File: src/rtl/display_pkg.sv
// Raster geometry defaults, region type and the shared H/V region decode.
package display_pkg;

    localparam int H_TOTAL = 320 + 8 + 32 + 40;
    localparam int V_TOTAL = 240 + 4 + 2 + 6;
    localparam int XW      = $clog2(H_TOTAL);
    localparam int YW      = $clog2(V_TOTAL);

    typedef enum logic [1:0] {ACTIVE, FRONT, SYNC, BACK} region_e;

    // Same rule for both axes: active, then front porch, sync, back porch.
    function automatic region_e region_of(input int pos, input int active,
                                          input int fp, input int sync);
        region_e r;
        if (pos < active) begin
            r = ACTIVE;
        end else if (pos < active + fp) begin
            r = FRONT;
        end else if (pos < active + fp + sync) begin
            r = SYNC;
        end else begin
            r = BACK;
        end
        return r;
    endfunction

endpackage

File: src/rtl/wrap_counter.sv
// Modulo-(MAX+1) counter resetting to MAX so the first increment lands on 0.
// wrap is combinational: high in the clk whose increment rolls MAX over to 0.
module wrap_counter #(
    parameter int MAX = 7,
    parameter int W   = 3
) (
    input  logic         clk,
    input  logic         n_rst,
    input  logic         enable,
    input  logic         inc,
    output logic [W-1:0] value,
    output logic         wrap
);

    localparam logic [W-1:0] MAX_V = W'(MAX);

    logic [W-1:0] value_q;
    logic [W-1:0] value_d;

    always_comb begin
        value_d = value_q;
        wrap    = 1'b0;
        if (enable && inc) begin
            if (value_q == MAX_V) begin
                value_d = '0;
                wrap    = 1'b1;
            end else begin
                value_d = value_q + 1'b1;
            end
        end
    end

    always_ff @(posedge clk or negedge n_rst) begin
        if (!n_rst) begin
            value_q <= MAX_V;
        end else begin
            value_q <= value_d;
        end
    end

    assign value = value_q;

endmodule

File: src/rtl/pixel_timing_gen.sv
// Raster timing generator with a 1-entry pixel capture buffer; all outputs registered, 0-clk skew to x/y.
// Upstream is paced by pixel_req; late data gives a black pixel, surplus data is dropped; both set underflow.
module pixel_timing_gen
    import display_pkg::*;
#(
    parameter int H_ACTIVE = 320,
    parameter int H_FP     = 8,
    parameter int H_SYNC   = 32,
    parameter int H_BP     = 40,
    parameter int V_ACTIVE = 240,
    parameter int V_FP     = 4,
    parameter int V_SYNC   = 2,
    parameter int V_BP     = 6,
    parameter int SYNC_POL = 0,
    parameter int PIX_W    = 16,
    localparam int H_TOT   = H_ACTIVE + H_FP + H_SYNC + H_BP,
    localparam int V_TOT   = V_ACTIVE + V_FP + V_SYNC + V_BP,
    localparam int X_W     = $clog2(H_TOT),
    localparam int Y_W     = $clog2(V_TOT)
) (
    input  logic             clk,
    input  logic             n_rst,
    input  logic             enable,
    input  logic             pixel_tick,
    input  logic [PIX_W-1:0] pixel_in,
    input  logic             pixel_valid,
    output logic             pixel_req,
    output logic [PIX_W-1:0] pixel_out,
    output logic             hsync,
    output logic             vsync,
    output logic             de,
    output logic [X_W-1:0]   x,
    output logic [Y_W-1:0]   y,
    output logic             frame_start,
    output logic             underflow
);

    localparam logic SYNC_LVL = (SYNC_POL != 0);

    logic             adv;
    logic             h_wrap;
    logic             v_wrap;
    logic [X_W-1:0]   x_nxt;
    logic [Y_W-1:0]   y_nxt;
    logic             act_nxt;
    region_e          h_reg;
    region_e          v_reg;

    logic             hsync_q, hsync_d;
    logic             vsync_q, vsync_d;
    logic             de_q, de_d;
    logic             fs_q, fs_d;
    logic             req_q, req_d;
    logic             prime_q, prime_d;
    logic [PIX_W-1:0] pout_q, pout_d;
    logic [PIX_W-1:0] buf_q, buf_d;
    logic             full_q, full_d;
    logic             uflow_q, uflow_d;

    assign adv = enable & pixel_tick;

    wrap_counter #(.MAX(H_TOT - 1), .W(X_W)) u_hcnt (
        .clk    (clk),
        .n_rst  (n_rst),
        .enable (enable),
        .inc    (pixel_tick),
        .value  (x),
        .wrap   (h_wrap)
    );

    wrap_counter #(.MAX(V_TOT - 1), .W(Y_W)) u_vcnt (
        .clk    (clk),
        .n_rst  (n_rst),
        .enable (enable),
        .inc    (h_wrap),
        .value  (y),
        .wrap   (v_wrap)
    );

    // Next position mirrors the counters so the decode lands on the same edge.
    always_comb begin
        x_nxt = x;
        y_nxt = y;
        if (adv) begin
            x_nxt = h_wrap ? '0 : x + 1'b1;
        end
        if (h_wrap) begin
            y_nxt = v_wrap ? '0 : y + 1'b1;
        end
        h_reg   = region_of(32'(x_nxt), H_ACTIVE, H_FP, H_SYNC);
        v_reg   = region_of(32'(y_nxt), V_ACTIVE, V_FP, V_SYNC);
        act_nxt = (h_reg == ACTIVE) && (v_reg == ACTIVE);
    end

    always_comb begin
        hsync_d = hsync_q;
        vsync_d = vsync_q;
        de_d    = de_q;
        fs_d    = 1'b0;
        req_d   = 1'b0;
        prime_d = prime_q;
        pout_d  = pout_q;
        buf_d   = buf_q;
        full_d  = full_q;
        uflow_d = uflow_q;
        if (enable) begin
            prime_d = 1'b0;
            req_d   = prime_q | (adv & act_nxt);
            if (adv) begin
                hsync_d = (h_reg == SYNC) ? SYNC_LVL : ~SYNC_LVL;
                vsync_d = (v_reg == SYNC) ? SYNC_LVL : ~SYNC_LVL;
                de_d    = act_nxt;
                fs_d    = (x_nxt == '0) && (y_nxt == '0);
                pout_d  = '0;
                if (act_nxt) begin
                    if (full_q) begin
                        pout_d = buf_q;
                        full_d = 1'b0;
                    end else begin
                        uflow_d = 1'b1;
                    end
                end
            end
            // Evaluated after the drain so a word arriving on a consuming clk still loads.
            if (pixel_valid) begin
                if (full_d) begin
                    uflow_d = 1'b1;
                end else begin
                    buf_d  = pixel_in;
                    full_d = 1'b1;
                end
            end
        end
    end

    always_ff @(posedge clk or negedge n_rst) begin
        if (!n_rst) begin
            hsync_q <= ~SYNC_LVL;
            vsync_q <= ~SYNC_LVL;
            de_q    <= 1'b0;
            fs_q    <= 1'b0;
            req_q   <= 1'b0;
            prime_q <= 1'b1;
            pout_q  <= '0;
            buf_q   <= '0;
            full_q  <= 1'b0;
            uflow_q <= 1'b0;
        end else begin
            hsync_q <= hsync_d;
            vsync_q <= vsync_d;
            de_q    <= de_d;
            fs_q    <= fs_d;
            req_q   <= req_d;
            prime_q <= prime_d;
            pout_q  <= pout_d;
            buf_q   <= buf_d;
            full_q  <= full_d;
            uflow_q <= uflow_d;
        end
    end

    assign hsync       = hsync_q;
    assign vsync       = vsync_q;
    assign de          = de_q;
    assign frame_start = fs_q;
    assign pixel_req   = req_q;
    assign pixel_out   = pout_q;
    assign underflow   = uflow_q;

endmodule
File: config.mk
export PLATFORM = sky130hd
export DESIGN_NAME = pixel_timing_gen
export DESIGN_NICKNAME = d
export VERILOG_FILES = /design/src/rtl/display_pkg.sv /design/src/rtl/wrap_counter.sv /design/src/rtl/pixel_timing_gen.sv
export SDC_FILE = /design/constraint.sdc
export NUM_CORES = 1
export LEC_CHECK = 0
export ABC_AREA = 1
export CORE_AREA = 8 8 93 95
export DETAILED_ROUTE_END_ITERATION = 10
export DIE_AREA = 0 0 101 103
export DONT_BUFFER_PORTS = 1
export GPL_TIMING_DRIVEN = 0
export PLACE_DENSITY_LB_ADDON = 0.15
export SKIP_LAST_GASP = 1
export SLEW_MARGIN = 20
export SYNTH_ARGS = -nofsm -noshare
export SYNTH_HDL_FRONTEND = slang
export SYNTH_HIERARCHICAL = 1
export SYNTH_SLANG_ARGS = --single-unit
File: constraint.sdc
create_clock -name clk -period 3.7 [get_ports clk]
set_clock_uncertainty 0.05 [all_clocks]
set_input_delay 0.74 -clock clk [delete_from_list [all_inputs] [get_ports clk]]
set_output_delay 0.74 -clock clk [all_outputs]
set_load 0.005 [all_outputs]
Word-level counts from Yosys, hierarchy flattened

Index checks and enable logic that the tools add are counted.

Add/sub/neg operators: 2
Magnitude comparators: 6
Equal/unequal tests: 4
Mux-type cells: 32
Bitwise gates (word level): 4
Reduce and logical (&&, ||, !) cells: 10

Operators with widths:

| kind                  | number |
|---|---|
| $mux W16              | 2 |
| $lt A9 B9 Y1 const B  | 3 |
| $mux W9               | 3 |
| $lt A8 B8 Y1 const B  | 3 |
| $mux W8               | 3 |
| $mux W1               | 20 |
| $add A9 B1 Y9 const B | 1 |
| $eq A9 B9 Y1 const B  | 1 |
| $logic_not A9 Y1      | 1 |
| $add A8 B1 Y8 const B | 1 |
| $eq A8 B8 Y1 const B  | 1 |
| $logic_not A8 Y1      | 1 |
| $mux W2               | 4 |
| $eq A2 B2 Y1 const B  | 2 |
| $logic_and A1 B1 Y1   | 4 |
| $logic_not A2 Y1      | 2 |
| $reduce_and A3 Y1     | 1 |
| $and A1 B1 Y1         | 2 |
| $reduce_and A2 Y1     | 1 |
| $not A1 Y1            | 1 |
| $or A1 B1 Y1          | 1 |

Register bits after elaboration: 57
Bits of input ports: 21
Output and inout port bits: 39
Word-level logic and storage cells: 70

Logic depth before layout (Yosys ltp)

Depth after elaboration: 18
Depth in mapped cells: 22
Mapped depth without buffers: 20

Cells and area by module

The synthesis kept the hierarchy.

Modules (own cells, without submodules):

| module                 | instances | cells an instance | area each (µm²) | seq. area each (µm²) |
|---|---|---|---|---|
| pixel_timing_gen       | 1         | 289               | 2,155.8         | 1,004.7 |
| wrap_counter at u_hcnt | 1         | 77                | 550.5           | 232.7 |
| wrap_counter at u_vcnt | 1         | 59                | 452.9           | 209.0 |

Least setup slack after synthesis

OpenSTA, ideal clock, no wires.

Kind: reg-to-reg
From: register u_hcnt.value_q[0] (netlist: u_hcnt/value[0])
To: register buf_q[10]
Library setup time: 117 ps
Arrival: 2,880 ps
Data required time: 3,533 ps
Setup slack: 653 ps
Stages on the path, launching flop included: 23
Buffers on the path: 2
Period minus slack after synthesis: 3,047 ps
Cells stage by stage: dfstp_2 ha_1 nand3_2 nor2_4 nand2_4 inv_1 nand2_2 inv_1 nand3_2 inv_1 nand2_1 inv_1 a21oi_1 o21ai_0 nor2_1 nand2_1 nand3_2 buf_6 nand2_4 nand3_4 buf_6 nand2_1 nand2_1

Cells in the longest elaborated chain, start to end: 18
Elaborated cells on any way between the ends: 30
Those cells by class: add/sub (1); order compare (6); eq/ne (1); mux (16); bitwise (1); reduce/logical (5)

Ends and longest elaborated chain:

| item                                 | RTL line                | source |
|---|---|---|
| start, declared                      | wrap_counter.sv:17      | `logic [W-1:0] value_q;` |
| start signal, assigned               | wrap_counter.sv:37      | `value_q <= value_d;` |
| $eq A9 B9 Y1 *                       | wrap_counter.sv:24      | `if (value_q == MAX_V) begin` |
| $mux W1 *                            | wrap_counter.sv:24      |  |
| $mux W1 *                            | wrap_counter.sv:23      | `if (enable && inc) begin` |
| via h_wrap                           | pixel_timing_gen.sv:41  | `logic h_wrap;` |
| $logic_and A1 B1 Y1 *                | wrap_counter.sv:23      |  |
| $mux W1 *                            | wrap_counter.sv:23      |  |
| via v_wrap                           | pixel_timing_gen.sv:42  | `logic v_wrap;` |
| $mux W8 *                            | pixel_timing_gen.sv:88  | `y_nxt = v_wrap ? '0 : y + 1'b1;` |
| (+4 left out)                        | -                       |  |
| $mux W2 *                            | display_pkg.sv:15       | `if (pos < active) begin` |
| $logic_not A2 Y1 *                   | pixel_timing_gen.sv:92  | `act_nxt = (h_reg == ACTIVE) && (v_reg == ACTIVE);` |
| $logic_and A1 B1 Y1 *                | pixel_timing_gen.sv:92  |  |
| $mux W1 *                            | pixel_timing_gen.sv:115 | `if (act_nxt) begin` |
| $mux W1 *                            | pixel_timing_gen.sv:109 | `if (adv) begin` |
| $mux W1 *                            | pixel_timing_gen.sv:106 | `if (enable) begin` |
| $not A1 Y1 (no source line) *        | -                       |  |
| $reduce_and A3 Y1 (no source line) * | -                       |  |
| end signal, assigned                 | pixel_timing_gen.sv:156 | `buf_q <= buf_d;` |
| end, declared                        | pixel_timing_gen.sv:56  | `logic [PIX_W-1:0] buf_q, buf_d;` |

Mark *: on every way through the listed nets, which the timed path passes. The rest lies on a longest branch. The select of a mux whose other input is x is not followed.
A chain may end at the register's enable or synchronous reset.

Final worst setup path

From: register u_hcnt.value_q[1] (netlist: u_hcnt/value[1])
To: register buf_q[10]

Same word-level chain as after synthesis.

==> impl_metrics.json <==
{
  "outcome": "finished clean",
  "start_util_pct": 44.27,
  "yosys-top-cells-area": "dfrtp_1 (32%), nand2_1 (18%), dfstp_2 (13%)",
  "fin_nets": 464,
  "cts_buffer_depth": 2,
  "setup_violations": 0,
  "relSlewSlack_pct": 68.11,
  "vias_per_cell": 4.893,
  "grt_pass1_wl_mm": 12.54,
  "synth_top_cell_by_area": "dfrtp_1",
  "ant_nets": 0,
  "worst_pin_slew_ns": 0.4784,
  "timing.setup.tns_ns": 0,
  "reg2regPathDepth": 22,
  "dieArea_um2": 10400,
  "cellPowerDensity_nw_per_um2": 498.1,
  "worstReg2RegStart": "u_hcnt/value[1]",
  "finalMaxSlewViolations": 0,
  "timing.rr.end": "buf_q[10]",
  "synth_most_common_cell": "nand2_1",
  "clockRootBuffer": "clkbuf_8",
  "cts_tree": "done",
  "rows": 31,
  "vdd_ir_drop_max_uv": 240.4,
  "end_kind": "register",
  "antenna_found_initial": 0,
  "path_cells": "ha_4, nand3_2, nor2_4, nand2_4, clkinvlp_4, nand2_2, inv_1, nand3_2, inv_4, nand2_2, inv_1, a21oi_1, o21ai_0, nor2_1, nand2_1, nand3_2, buf_6, nand2_4, nand3_4, buf_6, nand2_1, nand2_1",
  "dp.cells": 524,
  "synth_mux_area_share_pct": 0,
  "avgSynthCellArea_um2": 7.434,
  "dr.pass1.iters": 4,
  "cts_buffers": 9,
  "cp_max_fo": 10,
  "critical_path_class": "register to register",
  "critPathMaxStageDelay_ns": 0.64,
  "synth-async-reset-ratio_pct": 100.0,
  "fmax_ghz": 0.2987,
  "finalNonFillerCells": 543,
  "fin_util_pct": 49.33,
  "maxCapViolations": 0,
  "synth-compound-area-share_pct": 6.257,
  "synthesis.nets": 450,
  "worstPathRequired_ns": 3.87,
  "final_hold_viol_count": 0,
  "synth_top_family_by_area": "simple AND/OR/NAND/NOR gates",
  "portBuffers": 0,
  "netlist_area_um2": 3159,
  "die_width_um": 101,
  "critPathBufInv": 6,
  "dieHeight_um": 103,
  "grt_max_degree": 58,
  "gp_congestion": 0.8012,
  "io_pins": 60,
  "clock_latency_ns": 0.33,
  "core_area_um2": 7137,
  "reg2reg_slack_ns": 0.35,
  "hold_class": "input port to async pin",
  "cts_hold_buf": 0,
  "grt_pass1_vias": 2634,
  "synth_edf_count": 0,
  "start_kind": "register",
  "drive_above_1_share_pct": 14.41,
  "clkTransAtPathRegs_ns": 0.07,
  "p_leak_nw": 1.797,
  "ys_warn_count": 6,
  "n_antenna_cell": 0,
  "yosys-top-cells-count": "nand2_1 (151), inv_1 (50), nor2_1 (43), dfrtp_1 (41), nand4_1 (23)",
  "min_period_ns": 3.347,
  "h-tree-depth": 3,
  "crit_family": "simple AND/OR/NAND/NOR gates",
  "cpMaxStageDelayCell": "dfstp_2",
  "synthAdderAreaFrac_pct": 1.584,
  "grt_use_total_pct": 15.29,
  "synthSimpleGateAreaFrac_pct": 37.19,
  "ys_ff_latch": 57,
  "area_delta_synth_final_pct": 11.45,
  "hpwl_mm": 5.341,
  "wl_mm": 7.381,
  "final.period_utilization_pct": 90.47,
  "vias": 2657,
  "arrival_ns": 3.52,
  "synth_seq_area_share_pct": 45.78,
  "synthXorXnorAreaFrac_pct": 1.109,
  "yosys.cell_types.count": 34,
  "syn_inst": 425,
  "grt_overflow": 0,
  "synth_top_area_share_pct": 32.48,
  "fillers": 736,
  "dominantRegCellSynth": "dfrtp_1",
  "drc_errors": 0,
  "initialDrtViolationCount": 95,
  "clock_sinks": 57,
  "wire_per_inst_um": 13.59,
  "rsz0062_at_grt": "false"
}
-- per-stage QoR --
step	hold slack (ns)	cell area (um^2)	power (mW)	setup WS [ns]
5_1_grt	0.02070	3521	1.885	0.001511
6_report	0.04697	3521	1.754	0.3527
2_1_floorplan	0.3758	3159	1.089	0.6533
3_3_place_gp	0.3842	3283	1.172	0.08528
3_5_place_dp	0.3872	3283	1.184	0.004818
4_1_cts	0.01970	3483	1.776	0.09390
-- worst register-to-register path, cell delays in order, from the launching register on --
cell	delay [ns]
dfstp_2	0.64
ha_4	0.19
nand3_2	0.11
nor2_4	0.17
nand2_4	0.10
clkinvlp_4	0.14
nand2_2	0.13
inv_1	0.13
nand3_2	0.15
inv_4	0.12
nand2_2	0.09
inv_1	0.08
a21oi_1	0.04
o21ai_0	0.13
nor2_1	0.08
nand2_1	0.13
nand3_2	0.09
buf_6	0.15
nand2_4	0.11
nand3_4	0.13
buf_6	0.18
nand2_1	0.06
nand2_1	0.04
-- area by class of cell --
class,count,area (um^2),share of cell area (%)
Inverter,51,197.7,5.615
Timing Repair Buffer,3,20.02,0.5686
Sequential cell,57,1446,41.08
Tap cell,99,123.9,3.518
Buffer,12,63.81,1.812
Multi-Input combinational cell,305,1473,41.83
Clock inverter,5,55.05,1.564
Clock buffer,11,141.4,4.016
-- how the worst max path moves through the flow --
stage	from	to	slack, ns	depth (start not counted)
final	u_hcnt/value[1]	buf_q[10]	0.35	22
after global routing	u_hcnt/value[1]	buf_q[10]	0.002	22
after CTS	u_hcnt/value[0]	buf_q[10]	0.09	22
after detailed placement	u_hcnt/value[0]	buf_q[10]	0.005	22
after global placement	u_hcnt/value[0]	buf_q[15]	0.09	22
after floorplan	u_hcnt/value[0]	buf_q[10]	0.65	22
-- registers in the layout, indices dropped and copies added (netlist names), 8 cells and up --
signal and flops:
pixel_out 16, buf_q 16, u_hcnt/value 9, u_vcnt/value 8
-- kinds of logic after synthesis --
group / Yosys count
XOR/XNOR: 4
buffers and inverters: 63
AND/OR/NAND/NOR: 262
flip-flops: 57
adder cells (fa/ha/maj): 4
AO/OA/AOI/OAI: 35
-- report_power, final --
part,switching (mW),internal [mW]
Clock,0.252,0.327
Sequential,0.139,0.749
Combinational,0.170,0.116
Total,0.561,1.19
-- layer usage --
layer  track usage, %  up-vias  wire length [um]
met3            5.402        7               466
li1                 -     1381                 -
met2            25.06       50              3458
met5                0        -                 0
met1            18.14     1219              3387
met4            5.498        0                69
-- placed cells by master (no fill, tap or decap), types with 2 or more instances in the layout --
cell	Yosys	routed
nor2_1	43	43
a31oi_1	2	2
xnor2_1	3	3
ha_1	4	3
buf_6	2	2
buf_2	3	3
a21oi_1	4	4
dfstp_2	16	16
nor2_4	3	3
nand3_2	4	4
inv_1	50	48
nand2_2	3	4
o21ai_0	21	21
clkbuf_8	0	10
clkinvlp_4	0	3
nor3_1	3	3
nand2_1	151	150
clkbuf_1	6	7
nor2_2	6	6
clkinv_2	0	2
buf_4	0	2
nand2_4	2	2
dfrtp_1	41	41
nand4_1	23	23
nand3_1	22	22
-- repair_timing --
action / in CTS / in global routing
setup endpoints to repair: 1 / 21
gates resized for setup: 1 / 5
buffers inserted: 0 / 3
pin swaps: 0 / 1
(Power assumes the default switching activity.)
